File: config.mk
export PLATFORM = sky130hd
export DESIGN_NAME = ifu_fetch
export DESIGN_NICKNAME = d
export VERILOG_FILES = /design/src/rtl/ifu_fetch.sv
export SDC_FILE = /design/constraint.sdc
export NUM_CORES = 1
export LEC_CHECK = 0
export ABC_AREA = 1
export BUFFER_PORTS_ARGS = -buffer_cell sky130_fd_sc_hd__buf_2
export CORE_MARGIN = 4
export CORE_UTILIZATION = 40
export DETAILED_ROUTE_END_ITERATION = 12
export PLACE_DENSITY = 0.69
export RECOVER_POWER = 25
export REMOVE_ABC_BUFFERS = 1
export SETUP_SLACK_MARGIN = 0.4
export SLEW_MARGIN = 10
export SYNTH_ARGS = -nofsm -noshare
export SYNTH_HDL_FRONTEND = slang
export SYNTH_SLANG_ARGS = --single-unit
File: constraint.sdc
create_clock -name clk -period 1.6 [get_ports clk]
set_input_delay 0.32 -clock clk [delete_from_list [all_inputs] [get_ports clk]]
set_output_delay 0.32 -clock clk [all_outputs]
set_load 0.1 [all_outputs]
File: src/rtl/ifu_fetch.sv
// Instruction fetch stage: owns the PC, issues one imem read at a time and hands
// {inst, pc} to decode over valid/ready. Supports redirects and a sticky halt.
module ifu_fetch #(
  parameter logic [31:0] RESET_PC = 32'h8000_0000
) (
  input  logic        clk,
  input  logic        rst,
  output logic        imem_req_valid,
  input  logic        imem_req_ready,
  output logic [31:0] imem_req_addr,
  input  logic        imem_resp_valid,
  input  logic [31:0] imem_resp_data,
  input  logic        redirect_valid,
  input  logic [31:0] redirect_pc,
  input  logic        halt,
  output logic        out_valid,
  input  logic        out_ready,
  output logic [31:0] out_inst,
  output logic [31:0] out_pc,
  output logic        halted
);

  typedef enum logic [2:0] {
    S_REQ,
    S_WAIT,
    S_OUT,
    S_DROP,
    S_HALT
  } state_t;

  state_t      state;
  state_t      state_next;
  logic [31:0] pc;
  logic [31:0] pc_next;
  logic        halt_latch;
  logic        halt_now;
  logic        capture;
  logic [31:0] redirect_target;

  assign halt_now        = halt_latch | halt;
  assign redirect_target = {redirect_pc[31:2], 2'b00};

  // Outputs are forced low while rst is held so nothing leaks out of a stale state.
  assign imem_req_valid = !rst && (state == S_REQ) && !halt_now;
  assign imem_req_addr  = pc;
  assign out_valid      = !rst && (state == S_OUT);
  assign halted         = !rst && (state == S_HALT);

  always_comb begin
    state_next = state;
    pc_next    = pc;
    capture    = 1'b0;
    case (state)
      S_REQ: begin
        if (halt_now) begin
          state_next = S_HALT;
        end else if (redirect_valid) begin
          pc_next = redirect_target;
          // The request at the old pc was accepted; its response must be thrown away.
          if (imem_req_ready) state_next = S_DROP;
        end else if (imem_req_ready) begin
          state_next = S_WAIT;
        end
      end
      S_WAIT: begin
        if (redirect_valid) begin
          pc_next    = redirect_target;
          state_next = imem_resp_valid ? S_REQ : S_DROP;
        end else if (imem_resp_valid) begin
          capture    = 1'b1;
          state_next = S_OUT;
        end
      end
      S_DROP: begin
        if (redirect_valid) pc_next = redirect_target;
        if (imem_resp_valid) state_next = S_REQ;
      end
      S_OUT: begin
        // Redirect squashes the held instruction even if decode is ready.
        if (redirect_valid) begin
          pc_next    = redirect_target;
          state_next = S_REQ;
        end else if (out_ready) begin
          pc_next    = pc + 32'd4;
          state_next = S_REQ;
        end
      end
      S_HALT: begin
        state_next = S_HALT;
      end
      default: begin
        state_next = S_REQ;
      end
    endcase
  end

  always_ff @(posedge clk) begin
    if (rst) begin
      state      <= S_REQ;
      pc         <= RESET_PC;
      halt_latch <= 1'b0;
      out_inst   <= 32'h0;
      out_pc     <= 32'h0;
    end else begin
      state <= state_next;
      pc    <= pc_next;
      if (halt) halt_latch <= 1'b1;
      if (capture) begin
        out_inst <= imem_resp_data;
        out_pc   <= pc;
      end
    end
  end

endmodule
# [After elaboration in Yosys (flattened, before gate mapping)]
# Index checks and enable logic that the tools add are counted.
# Widths: inputs -> output; s select.
[word_totals] register_bits=100 inputBits=71 output_inout_bits=99 wordCells=46
[op_classes] n_addsub=1 eq_ne=9 muxes=19 n_bitwise=1 reduce_logical=11
[ops] op="$mux 32" count=4
[ops] op="$pmux 32 s3" count=1
[ops] op="$add 32x3->32 const B" count=1
[ops] op="$mux 3" count=9
[ops] op="$pmux 3 s5" count=1
[ops] op="$ne 3x3->1 const B" count=3
[ops] op="$eq 3x2->1 const B" count=2
[ops] op="$logic_and 1x1->1" count=4
[ops] op="$ne 2x2->1 const B" count=2
[ops] op="$reduce_and 4->1" count=1
[ops] op="$eq 3x1->1 const B" count=1
[ops] op="$eq 3x3->1 const B" count=1
[ops] op="$logic_not 3->1" count=1
[ops] op="$mux 1" count=3
[ops] op="$reduce_and 3->1" count=1
[ops] op="$reduce_bool 3->1" count=1
[ops] op="$logic_not 1->1" count=2
[ops] op="$mux 2" count=1
[ops] op="$reduce_or 2->1" count=1
[ops] op="$or 1x1->1" count=1

# [Logic depth before layout (Yosys ltp)]
[logic_depth] ltp_word=4 mapped_depth=10 depth_no_buf=10

# [Least setup slack after synthesis]
# OpenSTA, ideal clock, no wires.
[synth_path] kind="input port to output port" from="in rst" to="out halted" t_arrival_ns=2.546 required_time_ns=1.280 slack_ns=-1.266 cell_stages=2 n_path_buf=1 cell_sequence="clkbuf_1 nor3_1"
[synth_via] elab_chain_cells=2
[synth_rtl] element="start, declared" line_no="7" text="input logic rst,"
[synth_rtl] element="$logic_not 1->1" line_no="47" text="assign halted = !rst && (state == S_HALT);"
[synth_rtl] element="$logic_and 1x1->1" line_no="47"
[synth_rtl] element="end, declared" line_no="20" text="output logic halted"
# Every way passes these cells.

# [Worst setup path after layout]
[layout_path] from="reg state[2]" to="out out_valid"
[layout_via] elab_chain_cells=2
[layout_rtl] element="start, declared" line_no="31" text="state_t state;"
[layout_rtl] element="start signal, assigned" line_no="105" text="state <= state_next;"
[layout_rtl] element="$eq 3x2->1" line_no="46" text="assign out_valid = !rst && (state == S_OUT);"
[layout_rtl] element="$logic_and 1x1->1" line_no="46"
[layout_rtl] element="end, declared" line_no="16" text="output logic out_valid,"
# Every way passes these cells.

==> results.py <==
metrics = {
    "synth": {
        "synth.top_cell.area_share": 0.415,
        "syn_inst": 703,
        "synth_seq_cells": 96,
        "ys_top_cells_by_area": "dfxtp_1, nand2_1, nor2_1",
        "synth_warnings": 0,
        "ys_seq_area_frac": 0.415,
        "yosysTopAreaCell": "dfxtp_1",
        "synth_cell_type_count": 35,
        "synthesis.area_um2": 4630,
        "synth.avg_cell_area_um2": 6.58,
    },
    "setup_path": {
        "r2r_slack_ns": -0.04,
        "cp_common_cell": "nor2_2",
        "arrival_ns": 1.35,
        "reg2reg_depth": 8,
        "reg2reg_to": "imem_req_addr[24]",
        "cp_data_required_time_ns": 1.28,
        "crit_slowest_cell": "dfxtp_4",
        "path_class": "flop to output pin",
        "max_stage_delay_ns": 0.37,
        "crit_family": "simple AND/OR/NAND/NOR gates",
        "start_kind": "flop",
        "r2r_start": "state[2]",
        "path_cells": "nor2_2 > nand2_2 > nor2_2 > buf_12",
        "cp-end-kind": "output pin",
        "cp_num_buf_inv": 1,
        "path_depth": 4,
        "crit_fanout": 5,
    },
    "drt": {
        "viasPerCell": 5.11,
        "wl_per_cell_um": 15.3,
        "vias": 5501,
        "ant_nets": 0,
        "wirelength_mm": 16.5,
        "drtIter0Drc": 371,
        "firstDrtPassIters": 6,
        "drc": 0,
    },
    "status": {
        "violations": "negative setup slack",
        "status": "finished, violations left",
    },
    "die": {
        "ios": 170,
        "die_area_um2": 13400,
        "die_x_um": 116,
        "start_util": 0.407,
        "core_area_um2": 11400,
        "fp.dieH_um": 116,
        "fp-row-count": 39,
    },
    "timing": {
        "fin_crit_ns": 1.67,
        "rsz0062_at_grt": "yes",
        "final-setup-viol-count": 13,
        "fin_ws_ns": -0.0690,
        "finalMaxSlewViolations": 0,
        "skew_ns": 0.00508,
        "max_freq_ghz": 0.599,
        "setup_tns_ns": -0.306,
        "hold_violations": 0,
        "finalCritPeriodShare": 1.04,
    },
    "hold_path": {
        "hp-class": "input port to flop",
        "min_to": "out_inst[11]",
        "worstHoldPathCells": 3,
        "hp-start": "imem_resp_data[11]",
    },
    "global_route": {
        "grt_pass1_vias": 4951,
        "grt_antenna_before_repair": 0,
        "gr-total-overflow": 0,
        "grt_max_degree": 50,
        "grt_usage": 0.234,
        "grt_pass1_wl_mm": 24.8,
    },
    "power": {
        "peakVddDrop_mv": 0.663,
        "powerDensity_nw_per_um2": 909,
        "power.leakage_nw": 3.42,
    },
    "cts": {
        "cts_inserted_buffers": 9,
        "ctsHoldBuffers": 0,
        "cts_tree": "done",
        "clock_latency_ns": 0.34,
        "htreeDepth": 3,
        "clock-sinks": 96,
        "cts.path.max_buffers": 2,
        "clock-root-buffer": "clkbuf_16",
        "path_clk_slew_ns": 0.07,
    },
    "cells_and_area": {
        "drive_gt1_frac": 0.414,
        "antennaDiodeCount": 0,
        "fin_util": 0.694,
        "regArea_um2": 2040,
        "final_common_cell": "nand2_1",
        "area.growth.synth_to_final_pct": 70.4,
        "layout_common_cells": "nand2_1, nor2_1, buf_2, o21ai_0, buf_12",
        "n_fill_cell": 902,
        "nNetsFinal": 1001,
        "multi_input_area_um2": 2540,
    },
    "place": {
        "globalplace.congestion": 0.878,
        "dp_hpwl_mm": 10.7,
        "port_buffers": 163,
    },
    "run": {
        "drv_cap": 0,
    },
}
==> layout make-up <==
type | count | share of cell area
tap | 143 | 0.0227
multi-input combinational | 519 | 0.322
timing repair inverter | 1 | 0.000793
sequential | 96 | 0.258
inverter | 53 | 0.0265
clock buffer | 9 | 0.0286
clock inverter | 7 | 0.0130
timing repair buffer | 249 | 0.328
==> state kept, by name (all words and copies together), names as in the netlist <==
name,cells
out_pc,30
imem_req_addr,30
state,3
out_inst,32
halt_latch,1
==> cells in the mapped netlist (all sizes together) <==
library cell,instances
o31ai,3
a21oi,67
inv,53
clkbuf,21
xor2,1
o21a,1
buf,17
nor2,148
o21ai,80
nor3,3
xnor2,2
ha,1
o211ai,3
nand3,39
conb,1
a211oi,2
or2,6
nand4,5
nand2,151
o21bai,1
dfxtp,96
a31oi,1
o22ai,1
==> per-stage QoR <==
step,std cells,power [mW],worst slack [ns],hold slack [ns],instance area [um2]
6_report,1077,7.16,-0.0690,0.193,7890
2_1_floorplan,668,3.79,-1.25,0.389,4440
3_3_place_gp,1024,4.32,0.0625,0.479,6020
3_5_place_dp,1024,4.32,0.0420,0.487,6020
5_1_grt,1077,7.46,-0.103,0.186,7890
4_1_cts,1061,7.08,-0.0636,0.181,7320
==> report_power, final <==
part           total [mW]  internal, mW  switching, mW  leakage, nW
Combinational        2.15         0.784           1.37         2.45
Sequential           2.64          2.51          0.132        0.809
Clock                2.37          1.39          0.980        0.157
==> cell families (layout without fill, tap and decap cells) <==
kind of cell,count (synthesis),count (layout),synth area share
simple gates,352,352,0.310
compound gates,159,159,0.178
flops,96,96,0.415
buf+inv,91,319,0.0873
xor+xnor,3,3,0.00568
fa+ha+maj,1,1,0.00270
other cells,1,4,0.000810
==> layer usage <==
layer,global-route usage,vias to the layer above,part of all wire
met3,0.0371,32,0.054
met1,0.310,2567,0.41
met5,0,-,0
met2,0.383,183,0.50
met4,0.0931,0,0.030
li1,-,2719,-
==> repair_timing <==
action | in CTS | in global routing
endpoints found under the setup margin | 189 | 189
gates cloned | 3 | 0
pin swaps | 4 | 24
setup buffers | 18 | 16
resized for setup | 234 | 154
==> worst reg2reg max path: stages (launching register included) <==
cell,delay [ns]
dfxtp_4,0.37
nor2_2,0.18
nand2_2,0.11
o22ai_2,0.15
nand2_4,0.14
buf_4,0.17
bufbuf_16,0.27
nand2_1,0.07
a21oi_1,0.07
==> worst max path at each step <==
stage	startpoint	end	slack [ns]
after global placement	imem_req_addr[2]	imem_req_addr[20]	0.06
after floorplan	state[2]	halted	-1.25
after global routing	state[2]	imem_req_addr[24]	-0.10
after detailed placement	redirect_valid	imem_req_addr[11]	0.04
after CTS	state[0]	imem_req_valid	-0.06
final	state[2]	out_valid	-0.07
(Power assumes the default switching activity.)
